--- config.mk ---
export PLATFORM = sky130hd
export DESIGN_NAME = vector_lane_sequencer
export DESIGN_NICKNAME = d
export VERILOG_FILES = /design/src/rtl/vector_lane_sequencer.sv
export SDC_FILE = /design/constraint.sdc
export NUM_CORES = 2
export LEC_CHECK = 0
export ABC_AREA = 1
export ABC_CLOCK_PERIOD_IN_PS = 5200
export CORE_UTILIZATION = 30
export DETAILED_ROUTE_END_ITERATION = 10
export PLACE_DENSITY_LB_ADDON = 0.08
export SYNTH_ARGS = -nofsm -noshare
export SYNTH_HDL_FRONTEND = slang
export SYNTH_SLANG_ARGS = --single-unit
export TNS_END_PERCENT = 10
--- constraint.sdc ---
create_clock -name clock -period 5.2 [get_ports clock]
set_input_delay 1.3 -clock clock [delete_from_list [all_inputs] [get_ports clock]]
set_output_delay 1.3 -clock clock [all_outputs]
set_load 0.05 [all_outputs]
--- src/rtl/vector_lane_sequencer.sv ---
// Multi-cycle vector unit: one lane per cycle on a shared lane ALU, stalling the execute register while busy.
// Optional lane multiplier for op 1010 is enabled by defining VECTOR_LANE_SEQUENCER_MUL_EN.
module vector_lane_sequencer #(
  parameter int LANES      = 4,
  parameter int LANE_WIDTH = 32
) (
  input  logic                          clock,
  input  logic                          sync_reset,
  input  logic                          start,
  input  logic                          flush,
  input  logic [3:0]                    ALU_op_E,
  input  logic                          select_operand_0_vector_E,
  input  logic                          select_operand_1_vector_E,
  input  logic                          ALU_source_E,
  input  logic [LANES*LANE_WIDTH-1:0]   vector_reg_data_0_E,
  input  logic [LANES*LANE_WIDTH-1:0]   vector_reg_data_1_E,
  input  logic [LANE_WIDTH-1:0]         scalar_reg_data_0_E,
  input  logic [LANE_WIDTH-1:0]         scalar_reg_data_1_E,
  input  logic [LANE_WIDTH-1:0]         immediate_E,
  input  logic [5:0]                    rd_E,
  output logic                          stall_request,
  output logic                          result_valid,
  output logic [LANES*LANE_WIDTH-1:0]   vector_result,
  output logic [5:0]                    rd_result
);

  localparam int VW    = LANES * LANE_WIDTH;
  localparam int CNT_W = (LANES > 1) ? $clog2(LANES) : 1;
  localparam int SH_W  = $clog2(LANE_WIDTH);
  localparam logic [CNT_W-1:0] LAST_LANE = CNT_W'(LANES - 1);

  typedef enum logic [1:0] {
    IDLE = 2'd0,
    RUN  = 2'd1,
    DONE = 2'd2
  } state_t;

  state_t                state, state_next;
  logic [VW-1:0]         op_a, op_b, work, work_next;
  logic [VW-1:0]         cap_a, cap_b;
  logic [LANE_WIDTH-1:0] b_scalar, lane_a, lane_b, lane_res;
  logic [SH_W-1:0]       shamt;
  logic [3:0]            op_q;
  logic [5:0]            rd_q;
  logic [CNT_W-1:0]      cnt;
  logic                  capture;
  logic                  run_step;

  // Operand selection happens at capture so the upstream register may move on afterwards.
  always_comb begin
    b_scalar = ALU_source_E ? immediate_E : scalar_reg_data_1_E;
    cap_a    = select_operand_0_vector_E ? vector_reg_data_0_E : {LANES{scalar_reg_data_0_E}};
    cap_b    = select_operand_1_vector_E ? vector_reg_data_1_E : {LANES{b_scalar}};
  end

  always_comb begin
    capture       = (state == IDLE) && start && !flush;
    run_step      = (state == RUN) && !flush;
    stall_request = capture || (state == RUN);
    result_valid  = (state == DONE) && !flush;
  end

  always_comb begin
    lane_a = op_a[cnt*LANE_WIDTH +: LANE_WIDTH];
    lane_b = op_b[cnt*LANE_WIDTH +: LANE_WIDTH];
    shamt  = lane_b[SH_W-1:0];
  end

  always_comb begin
    lane_res = '0;
    case (op_q)
      4'b0000: lane_res = lane_a + lane_b;
      4'b0001: lane_res = lane_a - lane_b;
      4'b0010: lane_res = lane_a & lane_b;
      4'b0011: lane_res = lane_a | lane_b;
      4'b0100: lane_res = lane_a ^ lane_b;
      4'b0101: lane_res = lane_a << shamt;
      4'b0110: lane_res = lane_a >> shamt;
      4'b0111: lane_res = $signed(lane_a) >>> shamt;
      4'b1000: lane_res = {{(LANE_WIDTH-1){1'b0}}, ($signed(lane_a) < $signed(lane_b))};
      4'b1001: lane_res = {{(LANE_WIDTH-1){1'b0}}, (lane_a < lane_b)};
`ifdef VECTOR_LANE_SEQUENCER_MUL_EN
      4'b1010: lane_res = lane_a * lane_b;
`else
      4'b1010: lane_res = '0;
`endif
      default: lane_res = '0;
    endcase
  end

  always_comb begin
    work_next = work;
    work_next[cnt*LANE_WIDTH +: LANE_WIDTH] = lane_res;
  end

  always_comb begin
    state_next = state;
    case (state)
      IDLE:    if (capture) state_next = RUN;
      RUN: begin
        if (flush)                  state_next = IDLE;
        else if (cnt == LAST_LANE)  state_next = DONE;
      end
      DONE:    state_next = IDLE;
      default: state_next = IDLE;
    endcase
  end

  always_ff @(posedge clock) begin
    if (sync_reset) begin
      state         <= IDLE;
      op_a          <= '0;
      op_b          <= '0;
      op_q          <= '0;
      rd_q          <= '0;
      cnt           <= '0;
      work          <= '0;
      vector_result <= '0;
      rd_result     <= '0;
    end else begin
      state <= state_next;
      if (capture) begin
        op_a <= cap_a;
        op_b <= cap_b;
        op_q <= ALU_op_E;
        rd_q <= rd_E;
        cnt  <= '0;
        work <= '0;
      end
      // Last lane is merged combinationally so the result lands on the RUN->DONE edge.
      if (run_step) begin
        work <= work_next;
        cnt  <= cnt + CNT_W'(1);
        if (cnt == LAST_LANE) begin
          vector_result <= work_next;
          rd_result     <= rd_q;
        end
      end
    end
  end

endmodule

==> flow_metrics.tcl <==
set metrics [dict create \
    fmax_ghz 0.202 \
    fin_nets 6437 \
    synthesis.nets 6122 \
    netlist_instances 5646 \
    cpPeakStageDelay_ns 0.47 \
    setup_viol 0 \
    hold_buffers 0 \
    initialDrtViolationCount 3495 \
    min_period_ns 4.94 \
    cp_cell_sequence "buf_12, buf_4, nand2_1, nand3_1, nand2_1, inv_1, ha_1, nor2_1, nand2_1, o21ai_0, inv_1, nand2_1, nand2_1, nand2_1, nor2_1, nor2_1, nand3_2, nand4_1, nand2_1, o21ai_1, inv_1" \
    relSlewSlack 0.217 \
    skew_ns 0.0484 \
    drc_errors 0 \
    post_cts_buffers 0 \
    holdPathEnd "work[63]" \
    drtAntennaViolNets 0 \
    via_per_inst 5.15 \
    antenna_found_initial 26 \
    finalMaxSlewViolations 0 \
    worst_r2r_startpoint "cnt[0]" \
    timing.final.crit_share 0.950 \
    grt.overflow.total 0 \
    timing.hold.ws_ns 0.462 \
    max-vdd-ir-drop_mv 0.214 \
    first_pass_iters 6 \
    hold_viol 0 \
    path_max_fanout 95 \
    clk_path_buf_depth 3 \
    numCtsBuffers 67 \
    grtUsageTotal 0.275 \
    max_cap_viol_count 0 \
    dp_cells 7404 \
    coreArea_sq_um 114000 \
    seq_area_frac_synth 0.307 \
    grt_pass1_vias 36600 \
    die_width_um 342 \
    tightest_slew_ns 1.17 \
    drive_above_1_share 0.0556 \
    syn_to_final_growth_pct 24.6 \
    pwr_density_cell_nw_per_um2 288 \
    io_buffer_count 504 \
    async_flop_share 0 \
    cts_tree "done" \
    wl_mm 166 \
    r2r.worst_path.cells 21 \
    synth_warnings 0 \
    r2r-end "vector_result[53]" \
    cp.buffers_inverters 5 \
    hold_depth 2 \
    criticalPathCategory "flop to flop" \
    cp_top_family "simple AND/OR/NAND/NOR gates" \
    post_drt_wl_per_cell_um 22.0 \
    hold_start "work[63]" \
    clkTransAtPathRegs_ns 0.06 \
    cp-start-kind "flop" \
    cp-end-kind "flop" \
    grt_pass1_wl_mm 243 \
    io_pins 505 \
    place_congestion 1.02 \
    cp_common_cell "nand2_1" \
    arrival_ns 5.48 \
    post_cts_resize_count 0 \
    hpwl_mm 123 \
    clk_latency_ns 0.67 \
    clockRootBuffer "clkbuf_16" \
    synth.distinct_cells 55 \
    reg2reg_slack_ns 0.26 \
    grt_setup_unrepaired "true" \
    leakage_uw 0.0205 \
    instances_no_fill 7518 \
    crit_required_ns 5.74 \
    start_util 0.303 \
    setup_slack_ns 0.261 \
    dp_slack_ns 0.252 \
    avgSynthCellArea_sq_um 6.14 \
    fp.dieArea_sq_um 117000 \
    hp-class "flop to flop" \
    synth_edf_count 0 \
    synthFlopType "dfxtp_1" \
    fp-row-count 124 \
    cpMaxStageDelayCell "dfxtp_4" \
    htree_num_levels 3 \
    die_y_um 342 \
    synth_area_sq_um 34600 \
    cts_sinks 532 \
    status "finished clean" \
    vias 38700 \
    ys_seq_elements 532 \
    grt_max_degree 135 \
]
-- metrics by stage --
stage	cell area [sq um]	power [uW]	util	TNS (ns)
2_1_floorplan	34600	6320	-	0
3_3_place_gp	41000	7820	0.359	0
3_5_place_dp	41000	7800	0.359	0
4_1_cts	43200	12500	0.377	0
5_1_grt	43200	13000	0.377	-0.177
6_report	43200	12400	0.377	0
-- tightest hold or removal path, stage by stage, from the launching register on --
cell and delay [ns]:
dfxtp_1 0.31, nand2_1 0.06, a21oi_1 0.05
-- flip-flops by register name, indices dropped and copies added (netlist names) --
signal	cells
op_a	128
op_b	128
vector_result	128
work	128
rd_q	6
rd_result	6
op_q	4
cnt	2
state	2
-- synth_stat cells (33+ instances only) --
library cell  instances  share of area
a21oi_1             252          0.036
a31oi_1             135          0.024
buf_1                33         0.0036
buf_2                59         0.0085
clkbuf_1            249          0.027
dfxtp_1             532           0.31
ha_1                105          0.038
inv_1               754          0.082
nand2_1            1644           0.18
nand2_2              38         0.0069
nand3_1             451          0.065
nand4_1              86          0.016
nor2_1              520          0.056
o21ai_0             249          0.036
o21ai_1             140          0.020
o221ai_1            131          0.033
o31ai_1              33         0.0072
-- per-layer routing --
| layer | track usage | wire [um] | vias up |
|---|---|---|---|
| met5 | 0 | 254 | - |
| met4 | 0.0989 | 6160 | 38 |
| met3 | 0.0558 | 12000 | 252 |
| met2 | 0.435 | 73800 | 1365 |
| met1 | 0.369 | 73400 | 18100 |
| li1 | - | - | 18900 |
-- cell families after synthesis --
kind of cell | share of synthesized area
and+or+nand+nor | 0.339
buffers and inverters | 0.132
AOI/OAI and AO/OA | 0.183
DFF | 0.307
adders and majority gates | 0.0391
xor gates and xnor gates | 0.000253
-- worst max path at each step --
stage                         end  depth (start not counted)    from
2_1_floorplan  vector_result[126]                         25  cnt[0]
3_3_place_gp            work[119]                         22  cnt[0]
3_5_place_dp            work[119]                         22  cnt[0]
4_1_cts                 work[119]                         22  cnt[0]
5_1_grt         vector_result[53]                         23  cnt[0]
6_report        vector_result[53]                         21  cnt[0]
-- cells in the final DEF (no fill, tap or decap), types with 20 or more instances in the layout --
cell type        count
nor2_1             517
nand3_2             23
nand3_1            450
a32oi_1             27
nand2_1           1643
o31ai_1             32
o21ai_0            249
o21ai_1            140
a31oi_1            135
o221ai_1           131
dfxtp_1            530
nor3_1              20
buf_4              108
clkdlybuf4s50_1    500
inv_1              752
clkbuf_16           67
nand2_2             39
ha_1               105
a21oi_1            252
nand4_1             86
-- cell type report --
class	instances	area, sq um
clock inverter	20	282
tap	1512	1890
fill	12600	71200
inverter	766	2890
clock buffer	91	1880
sequential	532	10700
timing repair buffer	621	6070
multi-input combinational	3973	19500
antenna	3	7.51
-- power by group --
group          total, uW  switching [uW]  internal [uW]
clock               4650            2000           2650
sequential          4320            86.2           4230
combinational       3450            2390           1060
total              12400            4470           7940
No activity file was read; power rests on OpenSTA's default activity.
